**src/rtl/regfile_debug_dump.sv**
```systemverilog
// Sweeps a register-file debug read port over [first_addr..last_addr] (wrapping)
// and streams {addr,data} words over valid/ready. Optional macro: REGFILE_DUMP_CHECKSUM_EN.
module regfile_debug_dump #(
  parameter int READ_LATENCY = 1,
  parameter int NUM_REGS     = 32
) (
  input  logic        clock,
  input  logic        reset,
  input  logic        start,
  input  logic        abort,
  input  logic [4:0]  first_addr,
  input  logic [4:0]  last_addr,
  output logic [4:0]  dbg_read_address,
  input  logic [31:0] dbg_data_in,
  output logic        out_valid,
  input  logic        out_ready,
  output logic [4:0]  out_addr,
  output logic [31:0] out_data,
`ifdef REGFILE_DUMP_CHECKSUM_EN
  output logic        out_is_checksum,
`endif
  output logic        busy,
  output logic        done
);

  typedef enum logic [2:0] {IDLE, ISSUE, WAIT, PRESENT, FINISH, CHECKSUM} state_t;

  localparam logic [1:0] WAIT_INIT = 2'(READ_LATENCY - 1);
  localparam logic [4:0] TOP_ADDR  = 5'(NUM_REGS - 1);

  state_t      state_q, state_d;
  logic [4:0]  cur_q, cur_d, last_q, last_d, raddr_q, raddr_d, oaddr_q, oaddr_d;
  logic [31:0] odata_q, odata_d, csum_q, csum_d;
  logic [1:0]  wcnt_q, wcnt_d;
  logic        ovalid_q, ovalid_d;
  logic [4:0]  cur_nxt;

  // Address for the following word; wraps at the top of the register file.
  assign cur_nxt = (cur_q == TOP_ADDR) ? 5'd0 : cur_q + 5'd1;

  always_ff @(posedge clock) begin
    if (reset) begin
      state_q  <= IDLE;
      cur_q    <= '0;
      last_q   <= '0;
      raddr_q  <= '0;
      oaddr_q  <= '0;
      odata_q  <= '0;
      csum_q   <= '0;
      wcnt_q   <= '0;
      ovalid_q <= 1'b0;
    end else begin
      state_q  <= state_d;
      cur_q    <= cur_d;
      last_q   <= last_d;
      raddr_q  <= raddr_d;
      oaddr_q  <= oaddr_d;
      odata_q  <= odata_d;
      csum_q   <= csum_d;
      wcnt_q   <= wcnt_d;
      ovalid_q <= ovalid_d;
    end
  end

  always_comb begin
    state_d  = state_q;
    cur_d    = cur_q;
    last_d   = last_q;
    raddr_d  = raddr_q;
    oaddr_d  = oaddr_q;
    odata_d  = odata_q;
    csum_d   = csum_q;
    wcnt_d   = wcnt_q;
    ovalid_d = ovalid_q;
    case (state_q)
      IDLE: if (start) begin
        cur_d   = first_addr;
        last_d  = last_addr;
        raddr_d = first_addr;
        csum_d  = '0;
        state_d = ISSUE;
      end
      ISSUE: begin
        raddr_d = cur_q;
        wcnt_d  = WAIT_INIT;
        state_d = WAIT;
      end
      WAIT: begin
        if (wcnt_q == 2'd0) begin
          odata_d  = dbg_data_in;
          oaddr_d  = cur_q;
          ovalid_d = 1'b1;
          state_d  = PRESENT;
        end else begin
          wcnt_d = wcnt_q - 2'd1;
        end
      end
      PRESENT: if (ovalid_q && out_ready) begin
        ovalid_d = 1'b0;
        csum_d   = csum_q ^ odata_q;
        if (cur_q == last_q) begin
`ifdef REGFILE_DUMP_CHECKSUM_EN
          // Trailer word carries the XOR of everything delivered, including this word.
          ovalid_d = 1'b1;
          oaddr_d  = 5'd0;
          odata_d  = csum_q ^ odata_q;
          state_d  = CHECKSUM;
`else
          state_d  = FINISH;
`endif
        end else begin
          cur_d   = cur_nxt;
          raddr_d = cur_nxt;
          state_d = ISSUE;
        end
      end
      CHECKSUM: if (ovalid_q && out_ready) begin
        ovalid_d = 1'b0;
        state_d  = FINISH;
      end
      FINISH:  state_d = IDLE;
      default: state_d = IDLE;
    endcase
    // Abort wins over a same-cycle transfer; the pending word is dropped.
    if (abort && state_q != IDLE) begin
      state_d  = IDLE;
      ovalid_d = 1'b0;
    end
  end

  assign dbg_read_address = raddr_q;
  assign out_valid        = ovalid_q;
  assign out_addr         = oaddr_q;
  assign out_data         = odata_q;
  assign busy             = (state_q != IDLE);
  assign done             = (state_q == FINISH);
`ifdef REGFILE_DUMP_CHECKSUM_EN
  assign out_is_checksum  = (state_q == CHECKSUM);
`endif

endmodule

```
**config.mk**
```make
export PLATFORM = sky130hd
export DESIGN_NAME = regfile_debug_dump
export DESIGN_NICKNAME = d
export VERILOG_FILES = /design/src/rtl/regfile_debug_dump.sv
export SDC_FILE = /design/constraint.sdc
export NUM_CORES = 1
export LEC_CHECK = 0
export ABC_AREA = 1
export CORE_ASPECT_RATIO = 0.6
export CORE_MARGIN = 5
export CORE_UTILIZATION = 50
export CTS_BUF_LIST = sky130_fd_sc_hd__clkbuf_8
export CTS_CLUSTER_SIZE = 30
export DETAILED_ROUTE_END_ITERATION = 8
export MAX_ROUTING_LAYER = met4
export PLACE_DENSITY = 0.88
export SLEW_MARGIN = 20
export SYNTH_ARGS = -nofsm -noshare
export SYNTH_HDL_FRONTEND = slang
export SYNTH_SLANG_ARGS = --single-unit
export TNS_END_PERCENT = 50
```
**constraint.sdc**
```tcl
create_clock -name clock -period 3.79 [get_ports clock]
set_clock_uncertainty 0.15 [all_clocks]
set_input_delay 0.379 -clock clock [delete_from_list [all_inputs] [get_ports clock]]
set_output_delay 0.379 -clock clock [all_outputs]
set_load 0.05 [all_outputs]
```
==> impl_metrics.ini <==
[status]
status = completed

[sta]
setup_tns_ns = 0
period_needed_ns = 2.49
timing.slew.headroom_pct = 56.9
finalMaxSlewViolations = 0
worst_slew_pin_slew_ns = 0.646
setup_ws_ns = 1.30
whs_ns = 0.328
fmax_mhz = 402
rsz0062_at_grt = false
setup_viol = 0
hold_viol = 0
fin_crit_sh_pct = 65.6

[cells_and_area]
syn_to_final_growth_pct = 43.6
layout.nets = 502
diodes = 0
drive_above_1_share_pct = 7.24

[route]
finalWirelength_um = 7290
num_vias = 2698
wl_per_cell_um = 14.0
drt_iter0_markers = 168
dr.pass1.iters = 6
antenna_left = 0
vias_per_cell = 5.17
drcViolationCount = 0

[grt]
grt-ovfl-total = 0
antenna_found_initial = 0
grt_pass1_wl_um = 12000
grtUsageTotal_pct = 23.6
grt_max_degree = 48
grt_pass1_vias = 2610

[synth]
synth_area_leaders = dfxtp_1 46%, nor2_1 15%, o21ai_0 9.2%, nand2_1 7.1%, a21oi_1 5.3%
yosysTopAreaCellShare_pct = 45.5
syn_area_mm2 = 0.00255
ys_types = 26
yosys_warnings = 0
syn_area_per_cell_um2 = 7.01
yosysTopAreaCell = dfxtp_1
netlist_instances = 364
ys_seq_area_share_pct = 45.5
syn-num-nets = 414
ys_seq_elements = 58

[setup_path]
critPathKind = reg2out
reg2reg_slack_ns = 1.63
start_kind = flop
cp_data_arrival_time_ns = 1.96
path_cells = inv_2, nand2_4, nor2_8, inv_4, clkdlybuf4s50_1
required_ns = 3.26
crit_fanout = 6
worstReg2RegEnd = wcnt_q[1]
timing.rr.start = state_q[0]
end_kind = primary output
ff2ff_path_depth = 7
critical_path.max_stage_delay_ns = 0.80
slowest_stage = clkdlybuf4s50_1

[clock_network]
clkSinkCount = 58
postCtsHoldBufs = 0
ctsHtreeMaxLevel = 3
numCtsBuffers = 9
clk_pin_slew_ns = 0.07
clk_latency_ns = 0.34
cts_tree = done
cts-root-buf = clkbuf_8
post_cts_resized = 0
clock_path_buffers = 2
postCtsSetupRepairBufs = 0

[min_path]
min_path_cells = 1
min_path_type = reg2reg
hp-start = wcnt_q[0]
min_to = wcnt_q[0]

[place]
dp_hpwl_um = 5100
place_ws_ns = 1.39
gp_congestion = 0.844
place.port_buffers = 91

[floorplanning]
die_h_um = 65.3
die_x_um = 102
io_pins = 92
rows = 20
die_area_mm2 = 0.00667
fp.coreArea_mm2 = 0.00500
start_util_pct = 51.0

[pwr]
p_total_w = 0.00312
power.density_mw_per_mm2 = 852
p_leak_nw = 1.61
ir_drop_mv = 0.438

[run]
cap_violations = 0
## placed cells by master, fill, tap and decap left out
cell type,count
clkinvlp_4,2
clkinv_4,1
nor3_1,2
nor2_4,1
o21ai_0,47
a21oi_1,27
nor2_2,1
nor2_1,100
nor2_8,1
inv_6,1
nand2_4,1
clkdlybuf4s50_1,91
or2_1,1
nand4_1,1
xnor2_1,2
inv_4,1
inv_2,7
bufinv_16,1
ha_1,3
nand3_1,17
nand2_2,4
inv_1,22
o21ai_1,2
clkbuf_8,9
clkinv_2,1
buf_4,2
a31oi_1,1
nand2_1,48
dfxtp_1,58
o21a_1,1
## power breakdown
part           switching, W  internal (W)
sequential         0.000159      0.000805
combinational       0.00108      0.000518
clock              0.000254      0.000301
total               0.00150       0.00162
## routing by layer
layer  vias up  share of wire (%)  GRT usage [%]
met5         -                  0              -
met4         0                2.2           8.35
met3        18                7.1           6.89
met2        92                 45           35.8
met1      1252                 46           30.2
li1       1336                  -              -
## how the worst max path moves through the flow
stage	startpoint	endpoint	slack, ns	cells after the start
2_1_floorplan	state_q[2]	done	1.71	2
3_5_place_dp	reset	out_addr[2]	1.39	4
5_1_grt	state_q[1]	busy	1.24	5
3_3_place_gp	reset	dbg_read_address[4]	1.49	5
6_report	state_q[1]	busy	1.30	5
4_1_cts	state_q[1]	busy	1.29	5
## flip-flops by register name (all words and copies together) (netlist names)
name,flops
last_q,5
out_valid,1
dbg_read_address,5
out_data,32
state_q,3
out_addr,5
wcnt_q,2
cur_q,5
## area by class of cell
| type | count | area [µm²] |
|---|---|---|
| inverters | 30 | 115 |
| well taps | 66 | 82.6 |
| repair buffers | 93 | 926 |
| clock buffers | 9 | 124 |
| fillers | 401 | 1340 |
| multi-input cells | 260 | 1190 |
| flip-flops and latches | 58 | 1160 |
| clock inverters | 6 | 67.6 |
## cells by family (layout without fill, tap and decap cells)
family / count (synthesis) / count (layout) / synth area share (%)
fa+ha+maj: 3 / 3 / 1.47
compound gates: 78 / 78 / 15.5
buf+inv: 46 / 138 / 7.95
simple gates: 177 / 177 / 28.9
flops: 58 / 58 / 45.5
xor+xnor: 2 / 2 / 0.687
## synth_stat cells (all sizes together)
master	count
buf	13
nand2	53
or2	1
dfxtp	58
o21a	1
ha	3
a31oi	1
nor3	2
xnor2	2
clkbuf	3
o21ai	49
nand4	1
nand3	17
nor2	103
a21oi	27
inv	30
## per-stage QoR
| step | util [%] | instance area, µm² | std cells |
|---|---|---|---|
| global placement | 69.4 | 3470 | 507 |
| floorplan | - | 2550 | 364 |
| CTS | 73.2 | 3660 | 522 |
| global route | 73.2 | 3660 | 522 |
| detailed placement | 69.4 | 3470 | 507 |
| finish | 73.2 | 3660 | 522 |
## worst max-delay path, delay by kind of cell, from the launching register on
kind | cells | cell delay (ns)
buffers and inverters | 3 | 0.99
flip-flops | 1 | 0.46
AND/OR/NAND/NOR | 2 | 0.16
Power figures use the tool's default switching activity.
